$ cat src/rtl/mem_port_arbiter_pkg.sv
// Shared types and constants for the fetch/data memory port arbiter.
package mem_arb_pkg;

  // FSM state encoding (2 bits)
  typedef enum logic [1:0] {
    ST_IDLE     = 2'd0,
    ST_FETCH_LO = 2'd1,
    ST_FETCH_HI = 2'd2,
    ST_DATA     = 2'd3
  } state_t;

  localparam logic CMD_READ  = 1'b0;
  localparam logic CMD_WRITE = 1'b1;

  localparam int STARVE_LIMIT_DEF = 4;

  // Registered bus-side request fields, loaded on grant
  typedef struct packed {
    logic [15:0] addr;
    logic [15:0] data;
    logic        cmd;
    logic        be1;
    logic        be0;
  } bus_req_t;

endpackage

$ cat src/rtl/mem_port_arbiter_if.sv
// Fetch, LSU and external memory bus signals of the memory port arbiter.
// master = arbiter view, slave = core/memory environment view.
interface mem_port_arbiter_if;
  // fetch side
  logic        if_req;
  logic [15:0] if_pc;
  logic        if_flush;
  logic        if_rdy;
  logic [31:0] if_opcode;
  // LSU side
  logic        d_req_assert;
  logic [15:0] d_req_addr;
  logic [15:0] d_req_data;
  logic        d_req_cmd;
  logic        d_req_be0;
  logic        d_req_be1;
  logic        d_rdy;
  logic [15:0] d_data_in;
  // external memory bus
  logic [15:0] bus_addr;
  logic [15:0] bus_data_out;
  logic        bus_cmd;
  logic        bus_be0;
  logic        bus_be1;
  logic        bus_assert;
  logic        bus_rdy;
  logic [15:0] bus_data_in;

  modport master (
    input  if_req, if_pc, if_flush,
    input  d_req_assert, d_req_addr, d_req_data, d_req_cmd, d_req_be0, d_req_be1,
    input  bus_rdy, bus_data_in,
    output if_rdy, if_opcode, d_rdy, d_data_in,
    output bus_addr, bus_data_out, bus_cmd, bus_be0, bus_be1, bus_assert
  );

  modport slave (
    output if_req, if_pc, if_flush,
    output d_req_assert, d_req_addr, d_req_data, d_req_cmd, d_req_be0, d_req_be1,
    output bus_rdy, bus_data_in,
    input  if_rdy, if_opcode, d_rdy, d_data_in,
    input  bus_addr, bus_data_out, bus_cmd, bus_be0, bus_be1, bus_assert
  );
endinterface

$ cat src/rtl/mem_port_arbiter.sv
// Shares one 16-bit memory bus between two-beat instruction fetch and the
// LSU data port. Data has priority; a starvation counter forces a fetch
// after STARVE_LIMIT consecutive data grants while fetch is waiting.
module mem_port_arbiter
  import mem_arb_pkg::*;
#(
  parameter int STARVE_LIMIT = STARVE_LIMIT_DEF,
  parameter int CNT_W        = 3
) (
  input  logic             clk,
  input  logic             a_rst,
  mem_port_arbiter_if.master port
);

  localparam logic [CNT_W-1:0] LIMIT = CNT_W'(STARVE_LIMIT);

  state_t           state;
  bus_req_t         bus_q;
  logic             bus_assert_q;
  logic [15:0]      pc_q;
  logic [CNT_W-1:0] starve_cnt;
  logic             flush_pend;
  logic             if_rdy_q;
  logic [31:0]      opcode_q;

  logic beat_done;
  logic fetch_req;
  logic starved;
  logic grant_data;
  logic grant_fetch;

  // A beat completes whenever the bus is driven and memory is ready.
  assign beat_done = bus_assert_q & port.bus_rdy;
  // if_req is still high in the if_rdy cycle; masking it there avoids
  // fetching the same opcode twice.
  assign fetch_req   = port.if_req & ~if_rdy_q;
  assign starved     = (starve_cnt >= LIMIT);
  assign grant_data  = port.d_req_assert & (~fetch_req | ~starved);
  assign grant_fetch = fetch_req & ~grant_data;

  // Arbitration FSM, bus output registers, opcode assembly, starvation count
  always_ff @(posedge clk) begin
    if (a_rst) begin
      state        <= ST_IDLE;
      bus_q        <= '0;
      bus_assert_q <= 1'b0;
      pc_q         <= '0;
      starve_cnt   <= '0;
      flush_pend   <= 1'b0;
      if_rdy_q     <= 1'b0;
      opcode_q     <= '0;
    end else begin
      if_rdy_q <= 1'b0;
      case (state)
        ST_IDLE: begin
          flush_pend <= 1'b0;
          if (grant_data) begin
            state        <= ST_DATA;
            bus_assert_q <= 1'b1;
            bus_q        <= '{addr: port.d_req_addr, data: port.d_req_data,
                              cmd: port.d_req_cmd, be1: port.d_req_be1,
                              be0: port.d_req_be0};
            if (!fetch_req)    starve_cnt <= '0;
            else if (!starved) starve_cnt <= starve_cnt + 1'b1;
          end else if (grant_fetch) begin
            state        <= ST_FETCH_LO;
            bus_assert_q <= 1'b1;
            pc_q         <= port.if_pc;
            bus_q        <= '{addr: port.if_pc, data: 16'h0000, cmd: CMD_READ,
                              be1: 1'b1, be0: 1'b1};
            starve_cnt   <= '0;
          end else begin
            starve_cnt <= '0;
          end
        end
        ST_FETCH_LO: begin
          if (port.if_flush) flush_pend <= 1'b1;
          if (beat_done) begin
            opcode_q[15:0] <= port.bus_data_in;
            bus_q.addr     <= pc_q + 16'd1;
            state          <= ST_FETCH_HI;
          end
        end
        ST_FETCH_HI: begin
          if (beat_done) begin
            opcode_q[31:16] <= port.bus_data_in;
            bus_assert_q    <= 1'b0;
            state           <= ST_IDLE;
            // a redirect arriving on the final beat also kills the result
            if_rdy_q        <= ~(flush_pend | port.if_flush);
            flush_pend      <= 1'b0;
          end else if (port.if_flush) begin
            flush_pend <= 1'b1;
          end
        end
        ST_DATA: begin
          if (beat_done) begin
            bus_assert_q <= 1'b0;
            state        <= ST_IDLE;
          end
        end
        default: state <= ST_IDLE;
      endcase
    end
  end

  assign port.bus_addr     = bus_q.addr;
  assign port.bus_data_out = bus_q.data;
  assign port.bus_cmd      = bus_q.cmd;
  assign port.bus_be0      = bus_q.be0;
  assign port.bus_be1      = bus_q.be1;
  assign port.bus_assert   = bus_assert_q;
  assign port.if_rdy       = if_rdy_q;
  assign port.if_opcode    = opcode_q;
  assign port.d_rdy        = beat_done & (state == ST_DATA);
  assign port.d_data_in    = port.bus_data_in;

endmodule

$ cat src/flat_wrapper.sv
// flat-port wrapper written by rule: the top's interface ports become plain ports
module mem_port_arbiter_flat import mem_arb_pkg::*;
#(
  parameter int STARVE_LIMIT = STARVE_LIMIT_DEF,
  parameter int CNT_W        = 3
)
  (clk, a_rst, port_if_req, port_if_pc, port_if_flush, port_d_req_assert, port_d_req_addr, port_d_req_data, port_d_req_cmd, port_d_req_be0, port_d_req_be1, port_bus_rdy, port_bus_data_in, port_if_rdy, port_if_opcode, port_d_rdy, port_d_data_in, port_bus_addr, port_bus_data_out, port_bus_cmd, port_bus_be0, port_bus_be1, port_bus_assert);
  mem_port_arbiter_if port_i ();
  input  logic clk;
  input  logic a_rst;
  input wire logic [$bits(port_i.if_req)-1:0] port_if_req;
  input wire logic [$bits(port_i.if_pc)-1:0] port_if_pc;
  input wire logic [$bits(port_i.if_flush)-1:0] port_if_flush;
  input wire logic [$bits(port_i.d_req_assert)-1:0] port_d_req_assert;
  input wire logic [$bits(port_i.d_req_addr)-1:0] port_d_req_addr;
  input wire logic [$bits(port_i.d_req_data)-1:0] port_d_req_data;
  input wire logic [$bits(port_i.d_req_cmd)-1:0] port_d_req_cmd;
  input wire logic [$bits(port_i.d_req_be0)-1:0] port_d_req_be0;
  input wire logic [$bits(port_i.d_req_be1)-1:0] port_d_req_be1;
  input wire logic [$bits(port_i.bus_rdy)-1:0] port_bus_rdy;
  input wire logic [$bits(port_i.bus_data_in)-1:0] port_bus_data_in;
  output wire logic [$bits(port_i.if_rdy)-1:0] port_if_rdy;
  output wire logic [$bits(port_i.if_opcode)-1:0] port_if_opcode;
  output wire logic [$bits(port_i.d_rdy)-1:0] port_d_rdy;
  output wire logic [$bits(port_i.d_data_in)-1:0] port_d_data_in;
  output wire logic [$bits(port_i.bus_addr)-1:0] port_bus_addr;
  output wire logic [$bits(port_i.bus_data_out)-1:0] port_bus_data_out;
  output wire logic [$bits(port_i.bus_cmd)-1:0] port_bus_cmd;
  output wire logic [$bits(port_i.bus_be0)-1:0] port_bus_be0;
  output wire logic [$bits(port_i.bus_be1)-1:0] port_bus_be1;
  output wire logic [$bits(port_i.bus_assert)-1:0] port_bus_assert;
  assign port_i.if_req = port_if_req;
  assign port_i.if_pc = port_if_pc;
  assign port_i.if_flush = port_if_flush;
  assign port_i.d_req_assert = port_d_req_assert;
  assign port_i.d_req_addr = port_d_req_addr;
  assign port_i.d_req_data = port_d_req_data;
  assign port_i.d_req_cmd = port_d_req_cmd;
  assign port_i.d_req_be0 = port_d_req_be0;
  assign port_i.d_req_be1 = port_d_req_be1;
  assign port_i.bus_rdy = port_bus_rdy;
  assign port_i.bus_data_in = port_bus_data_in;
  assign port_if_rdy = port_i.if_rdy;
  assign port_if_opcode = port_i.if_opcode;
  assign port_d_rdy = port_i.d_rdy;
  assign port_d_data_in = port_i.d_data_in;
  assign port_bus_addr = port_i.bus_addr;
  assign port_bus_data_out = port_i.bus_data_out;
  assign port_bus_cmd = port_i.bus_cmd;
  assign port_bus_be0 = port_i.bus_be0;
  assign port_bus_be1 = port_i.bus_be1;
  assign port_bus_assert = port_i.bus_assert;
  mem_port_arbiter #(.STARVE_LIMIT(STARVE_LIMIT), .CNT_W(CNT_W)) u_core (.clk(clk), .a_rst(a_rst), .port(port_i));
endmodule
$ cat config.mk
export PLATFORM = sky130hd
export DESIGN_NAME = mem_port_arbiter_flat
export DESIGN_NICKNAME = d
export VERILOG_FILES = /design/src/rtl/mem_port_arbiter_pkg.sv /design/src/rtl/mem_port_arbiter_if.sv /design/src/rtl/mem_port_arbiter.sv /design/src/flat_wrapper.sv
export SDC_FILE = /design/constraint.sdc
export NUM_CORES = 1
export LEC_CHECK = 0
export ABC_AREA = 1
export CORE_UTILIZATION = 46
export CTS_CLUSTER_SIZE = 16
export DETAILED_ROUTE_END_ITERATION = 8
export PLACE_DENSITY = 0.81
export SLEW_MARGIN = 20
export SYNTH_ARGS = -nofsm -noshare
export SYNTH_HDL_FRONTEND = slang
export SYNTH_SLANG_ARGS = --single-unit
$ cat constraint.sdc
create_clock -name clk -period 2.21 [get_ports clk]
set_clock_uncertainty 0.15 [all_clocks]
set_input_delay 0.442 -clock clk [delete_from_list [all_inputs] [get_ports clk]]
set_output_delay 0.442 -clock clk [all_outputs]
set_load 0.02 [all_outputs]
Word-level counts from Yosys, hierarchy flattened

Index checks and enable logic that the tools add are counted.

Register bits after elaboration: 91
Latch bits: 0
Bits in writable memories: 0
Memory bits (read-only): 0
Input bits: 73
Word-level logic and storage cells: 71
Memories: 0

Add/subtract/negate cells: 2
$mul: 0
Div/mod/pow operators: 0
$lt $le $gt $ge: 1
Eq/ne operators: 7
Shifts and indexed selects: 0
Multiplexer cells: 19
Bitwise logic cells: 14
Reductions and logical operators: 15

Operator list:

| cell                                                             | number |
|---|---|
| 35-bit 2-to-1 mux                                                | 2 |
| 16-bit one-hot mux with 2 select lines                           | 1 |
| 16-bit by 1-bit adder with 16-bit output (second input constant) | 1 |
| 16-bit 2-to-1 mux                                                | 1 |
| 3-bit AND reduction                                              | 4 |
| 3-bit 2-to-1 mux                                                 | 3 |
| 2-bit 2-to-1 mux                                                 | 4 |
| 2-bit AND reduction                                              | 4 |
| 1-bit NOT                                                        | 7 |
| 2-bit one-hot mux with 3 select lines                            | 1 |
| 2-bit nonzero test                                               | 3 |
| 1-bit bitwise AND                                                | 5 |
| 1-bit 2-to-1 mux                                                 | 5 |
| 2-bit == test (second input constant)                            | 2 |
| 2-bit by 1-bit != test with 1-bit output (second input constant) | 2 |
| 3-bit by 1-bit adder with 3-bit output (second input constant)   | 1 |
| 3-bit greater-or-equal comparator (second input constant)        | 1 |
| 3-bit by 1-bit != test with 1-bit output (second input constant) | 1 |
| 3-bit != test (second input constant)                            | 1 |
| 1-bit one-hot mux with 3 select lines                            | 1 |
| 3-bit nonzero test                                               | 1 |
| 3-bit OR reduction                                               | 1 |
| 2-bit by 1-bit == test with 1-bit output (second input constant) | 1 |
| 2-bit zero test                                                  | 1 |
| other kinds (3)                                                  | 4 |

Longest topological paths before layout

Depth after elaboration: 10
Depth in mapped cells: 9
Depth with buffers taken out: 9

Worst setup path before layout

Ideal clock, no wire load.

Kind: register to register
Start: reg u_core.state[1]
End: reg u_core.bus_q (netlist bit u_core.port.bus_addr[3])
Library setup time: 0.122 ns
Arrival time: 1.401 ns
Required time: 1.938 ns
Path slack: 0.537 ns
Stages on the path, launching flop included: 9
Path buffers: 2
Clock period less this slack: 1.673 ns
Cell sequence: dfxtp_1 > inv_1 > ha_1 > buf_6 > nand2_1 > o211ai_4 > buf_6 > nor2_1 > a21oi_2

Cells in the longest elaborated chain, start to end: 3
Elaborated cells on any way between the ends: 7

RTL lines:

| item                                                                             | line                   | RTL |
|---|---|---|
| from (decl)                                                                      | mem_port_arbiter.sv:17 | `state_t state;` |
| from (signal assigned)                                                           | mem_port_arbiter.sv:44 | `state <= ST_IDLE;` |
| from (signal assigned)                                                           | mem_port_arbiter.sv:58 | `state <= ST_DATA;` |
| from (signal assigned)                                                           | mem_port_arbiter.sv:66 | `state <= ST_FETCH_LO;` |
| 2-bit by 1-bit == test with 1-bit output or 2-bit zero test (tied branches)      | mem_port_arbiter.sv:54 | `case (state)` |
| 2-bit by 1-bit != test with 1-bit output (no line), or another cell as far along | n/a                    |  |
| 3-bit AND reduction (no line)                                                    | n/a                    |  |
| to (signal assigned)                                                             | mem_port_arbiter.sv:60 | `bus_q <= '{addr: port.d_req_addr, data: port.d_req_data,` |
| to (signal assigned)                                                             | mem_port_arbiter.sv:69 | `bus_q <= '{addr: port.if_pc, data: 16'h0000, cmd: CMD_READ,` |
| to (decl)                                                                        | mem_port_arbiter.sv:18 | `bus_req_t bus_q;` |

Several ways; a longest one is shown, not always the timed one.
A chain may end at the register's enable or synchronous reset.

Final worst setup path

Start: in port_bus_data_in[15]
End: out port_d_data_in[15]

RTL lines:

| item        | line               | RTL |
|---|---|---|
| from (decl) | flat_wrapper.sv:21 | `input wire logic [$bits(port_i.bus_data_in)-1:0] port_bus_data_in;` |
| to (decl)   | flat_wrapper.sv:25 | `output wire logic [$bits(port_i.d_data_in)-1:0] port_d_data_in;` |

No word-level cell between the ends.

==> summary.md <==
The flow ran to the end, and the final reports show no timing, DRC or antenna violations. Headroom to the max-slew limit came out at 51.1%. The type of the worst setup path is input pin to primary output.

Clock-pin slew was measured on the worst setup and hold paths at 0.08 ns. The analysis attributes to cell leakage a power of 0.00251 uW. The die covers 10600 sq um.

Synthesis produced a netlist whose cell count is 643. The number of clock buffers added by TritonCTS is 9. Setup slack on the worst reg-to-reg path comes out at 0.34 ns. Entering global routing, the biggest net connects 60 pins. Sequential cells account for 34.1% of the total power. For the post-detailed-route count of antenna-violating nets, the log shows 0. The number of antenna diodes in the final layout is 0. The via count of the first global-routing pass is 4355, and the total of flip-flops plus latches after synthesis is 91. Final hold analysis gives a worst-case slack of 0.314 ns.

After layout, the design draws a total of 6440 uW. The worst setup path is launched from an input pin. The combinational fraction of design power was 47.8%. The flip-flop cell with the highest count after synthesis is sky130_fd_sc_hd__dfxtp_1. The run gives 4710 sq um as the summed instance area of the synthesized netlist. The first global-routing pass estimated 19.9 mm of wire. Sequential elements use 38.7% of the synthesized area.

The congestion estimate from routability-driven global placement came to 0.911. The Yosys step of the flow raised 0 warnings. The core region is 9860 sq um. The die extent in x was 103 um. The clock network is responsible for 18.1% of the overall power. The layout net count was 860; the buffers plus inverters on the worst setup path was 2. The worst path in the final design needs a cycle of 2.18 ns, including I/O delays and setup.

For this run, the top clock speed supported by timing is 458 MHz. For this design the total switching power over the nets is 2680 uW. The peak supply drop is 0.466 mV. Averaged over all synthesized cells, the footprint is 7.32 sq um. The clock root buffer is sky130_fd_sc_hd__clkbuf_8.

The later pin in the worst-skew pair is clocked with a latency of 0.36 ns. The pin slew with the least headroom to its limit came out at 0.733 ns. STA classifies the critical path endpoint as a primary output. The delay of the slowest cell on the worst path is 0.63 ns. The fraction of final layout cells sized beyond drive strength 1 works out to 13.1%. The run gives 159 as the number of top-level pins. The final route contains 4684 vias.

Sorting the synthesized cells by area gives the leading types as sky130_fd_sc_hd__dfxtp_1 39%, sky130_fd_sc_hd__nand2_1 11%, sky130_fd_sc_hd__nand3_1 7.2%. sky130_fd_sc_hd__nand2_1 is the most common cell in the netlist. The most numerous cell on the critical path is sky130_fd_sc_hd__clkdlybuf4s50_1. The power density relative to cell area works out to 998 nW/um^2.

TritonCTS built the clock tree. The slowest stage cell on the critical path is sky130_fd_sc_hd__clkdlybuf4s50_1. Measured on the finished design, the core utilization comes to 65.4%.

The count of pins over their slew limit was 0; the async set-or-reset flop fraction in the synthesized netlist was 0%. The non-filler instance count after layout came out at 917. The number of sinks handled by clock tree synthesis was 91; the number of buffers inserted by post-CTS setup repair was 0.

The max-capacitance violation count was 0; the area fraction of the dominant cell type after synthesis was 38.7%. The logs give 901 for the number of instances in the placed design and 9.22 mm for the half-perimeter wire length after detailed placement. The total count of hold-check failures in the final report is 0, and the layout overhead on the synthesized area is 37.0%. Net switching is 41.6% of the power. Timing analysis after detailed placement gives a worst setup slack of -0.0370 ns. The first detailed-routing pass ran for 5 iterations. The critical path goes through clkdlybuf4s50_1, clkdlybuf4s50_1. In the routed layout, each cell is associated on average with a via count of 5.11. Cell taking the most area after synthesis: sky130_fd_sc_hd__dfxtp_1. The run gives 23.9% as the global-route total usage across every layer. The min-delay analysis places its worst path in the category flop to flop. The run gives 1.59 ns as the arrival time of the worst setup path. The logs give 209 for the count of routing violations after the opening detailed-route iteration and 0 for the detailed-route DRC error count.

Counting instances in the post-synthesis netlist gives the leading cell types as 133 x sky130_fd_sc_hd__nand2_1, 91 x sky130_fd_sc_hd__dfxtp_1, 68 x sky130_fd_sc_hd__nand3_1, 63 x sky130_fd_sc_hd__a21oi_1, 63 x sky130_fd_sc_hd__inv_1. In the post-route analysis, the smallest setup slack over all paths is 0.0250 ns. In the final routed layout, each cell accounts on average for 13.8 um.

After global routing the overflow that remains totals 0. Setup violations remaining at the end of the flow were counted as 0. The effective utilization at floorplan was 47.7%; the number of enable flip-flop cells after synthesis was 0.

The cell family contributing the most delay on the critical path is buffers and inverters. The overall routed net length is 12.6 mm. Dividing the final minimum period by the clock period gives 98.9%. The logs give 3 for the maximum level of the CTS H-tree and 2 for the worst-case clock buffer depth. The count of buffers added on input and output ports is 158.

Setup repair after global routing left no endpoint under its margin. The internal power of the cells totals 3760 uW. The number of distinct standard cells referenced by the synthesized netlist was 34; the number of placement rows was 36. From bottom edge to top edge, the die measures 103 um.

Post-synth net total: 724. Required time of the critical path: 1.62 ns. The number of antenna violations at the first check in global routing is 0, and the peak fanout along the critical path is 3.
==> metal layers <==
metal | track usage (%) | wire [um] | vias to the layer above | share of wire (%)
met5 | 0 | 0 | - | 0
met4 | 6.50 | 150 | 0 | 1.2
met3 | 7.19 | 1060 | 15 | 8.4
met2 | 40.4 | 6000 | 165 | 48
met1 | 29.7 | 5420 | 2177 | 43
li1 | - | - | 2327 | -
==> power by group through the flow <==
stage               sequential (uW)  clock (uW)  combinational [uW]
detailed placement             2230           0                3070
global placement               2210           0                2990
floorplan                      2450           0                1840
global route                   2230        1250                3410
finish                         2200        1160                3070
CTS                            2190        1180                3090
==> final timing paths <==
path,startpoint,end,depth (start not counted)
worst max register to register,u_core.state[0],u_core.pc_q[9],7
worst max-delay path,port_bus_data_in[15],port_d_data_in[15],2
worst min register to register,u_core.port.if_opcode[4],u_core.port.if_opcode[4],2
worst min-delay path,u_core.port.if_opcode[4],u_core.port.if_opcode[4],2
==> cells in the final DEF, fill, tap and decap left out, drive strengths merged <==
master,instances
o211ai,2
buf,17
nand2,150
o21ai,38
inv,73
or2,1
ha,8
clkbuf,10
dlygate4sd2,1
dfxtp,91
nor2,55
a21oi,89
nand3b,4
clkinvlp,2
and3,1
nand4,6
nor3,2
clkinv,2
bufinv,1
clkdlybuf4s50,156
a21boi,1
nand3,71
o21bai,3
==> layout make-up <==
| type | count | area [sq um] |
|---|---|---|
| fill | 838 | 3410 |
| clock inverter | 6 | 63.8 |
| multi-input combinational | 431 | 2260 |
| inverter | 72 | 278 |
| timing repair buffer | 174 | 1720 |
| tap | 133 | 166 |
| sequential | 91 | 1820 |
| clock buffer | 10 | 138 |
==> sequential cells by signal (all words and copies together), names as in the netlist <==
name / flops
u_core.port.bus_addr: 16
u_core.state: 2
u_core.port.bus_be0: 1
u_core.starve_cnt: 3
u_core.port.if_opcode: 32
u_core.port.bus_cmd: 1
u_core.port.bus_be1: 1
u_core.port.bus_data_out: 16
u_core.flush_pend: 1
u_core.port.if_rdy: 1
u_core.port.bus_assert: 1
u_core.pc_q: 16
==> per-stage QoR <==
stage | TNS (ns) | cell area, sq um
after global placement | -0.0440 | 6250
after global routing | 0 | 6450
after CTS | 0 | 6450
final | 0 | 6450
after detailed placement | -0.0530 | 6250
after floorplan | 0 | 4710
==> cell families (layout without fill, tap and decap cells) <==
logic type	Yosys count	in the layout	share of synthesized area, %
adders and majority gates	8	8	2.13
DFF	91	91	38.7
and+or+nand+nor	290	290	28.5
AOI/OAI and AO/OA	133	133	17.5
buffers and inverters	121	262	13.3
==> what timing repair did <==
action                                 CTS  global route
gates resized for setup                  2             0
endpoints found under the hold margin    0             0
setup endpoints to repair                1             0
hold buffers                             0             0
Note: power is estimated with default switching activity, not from simulation.
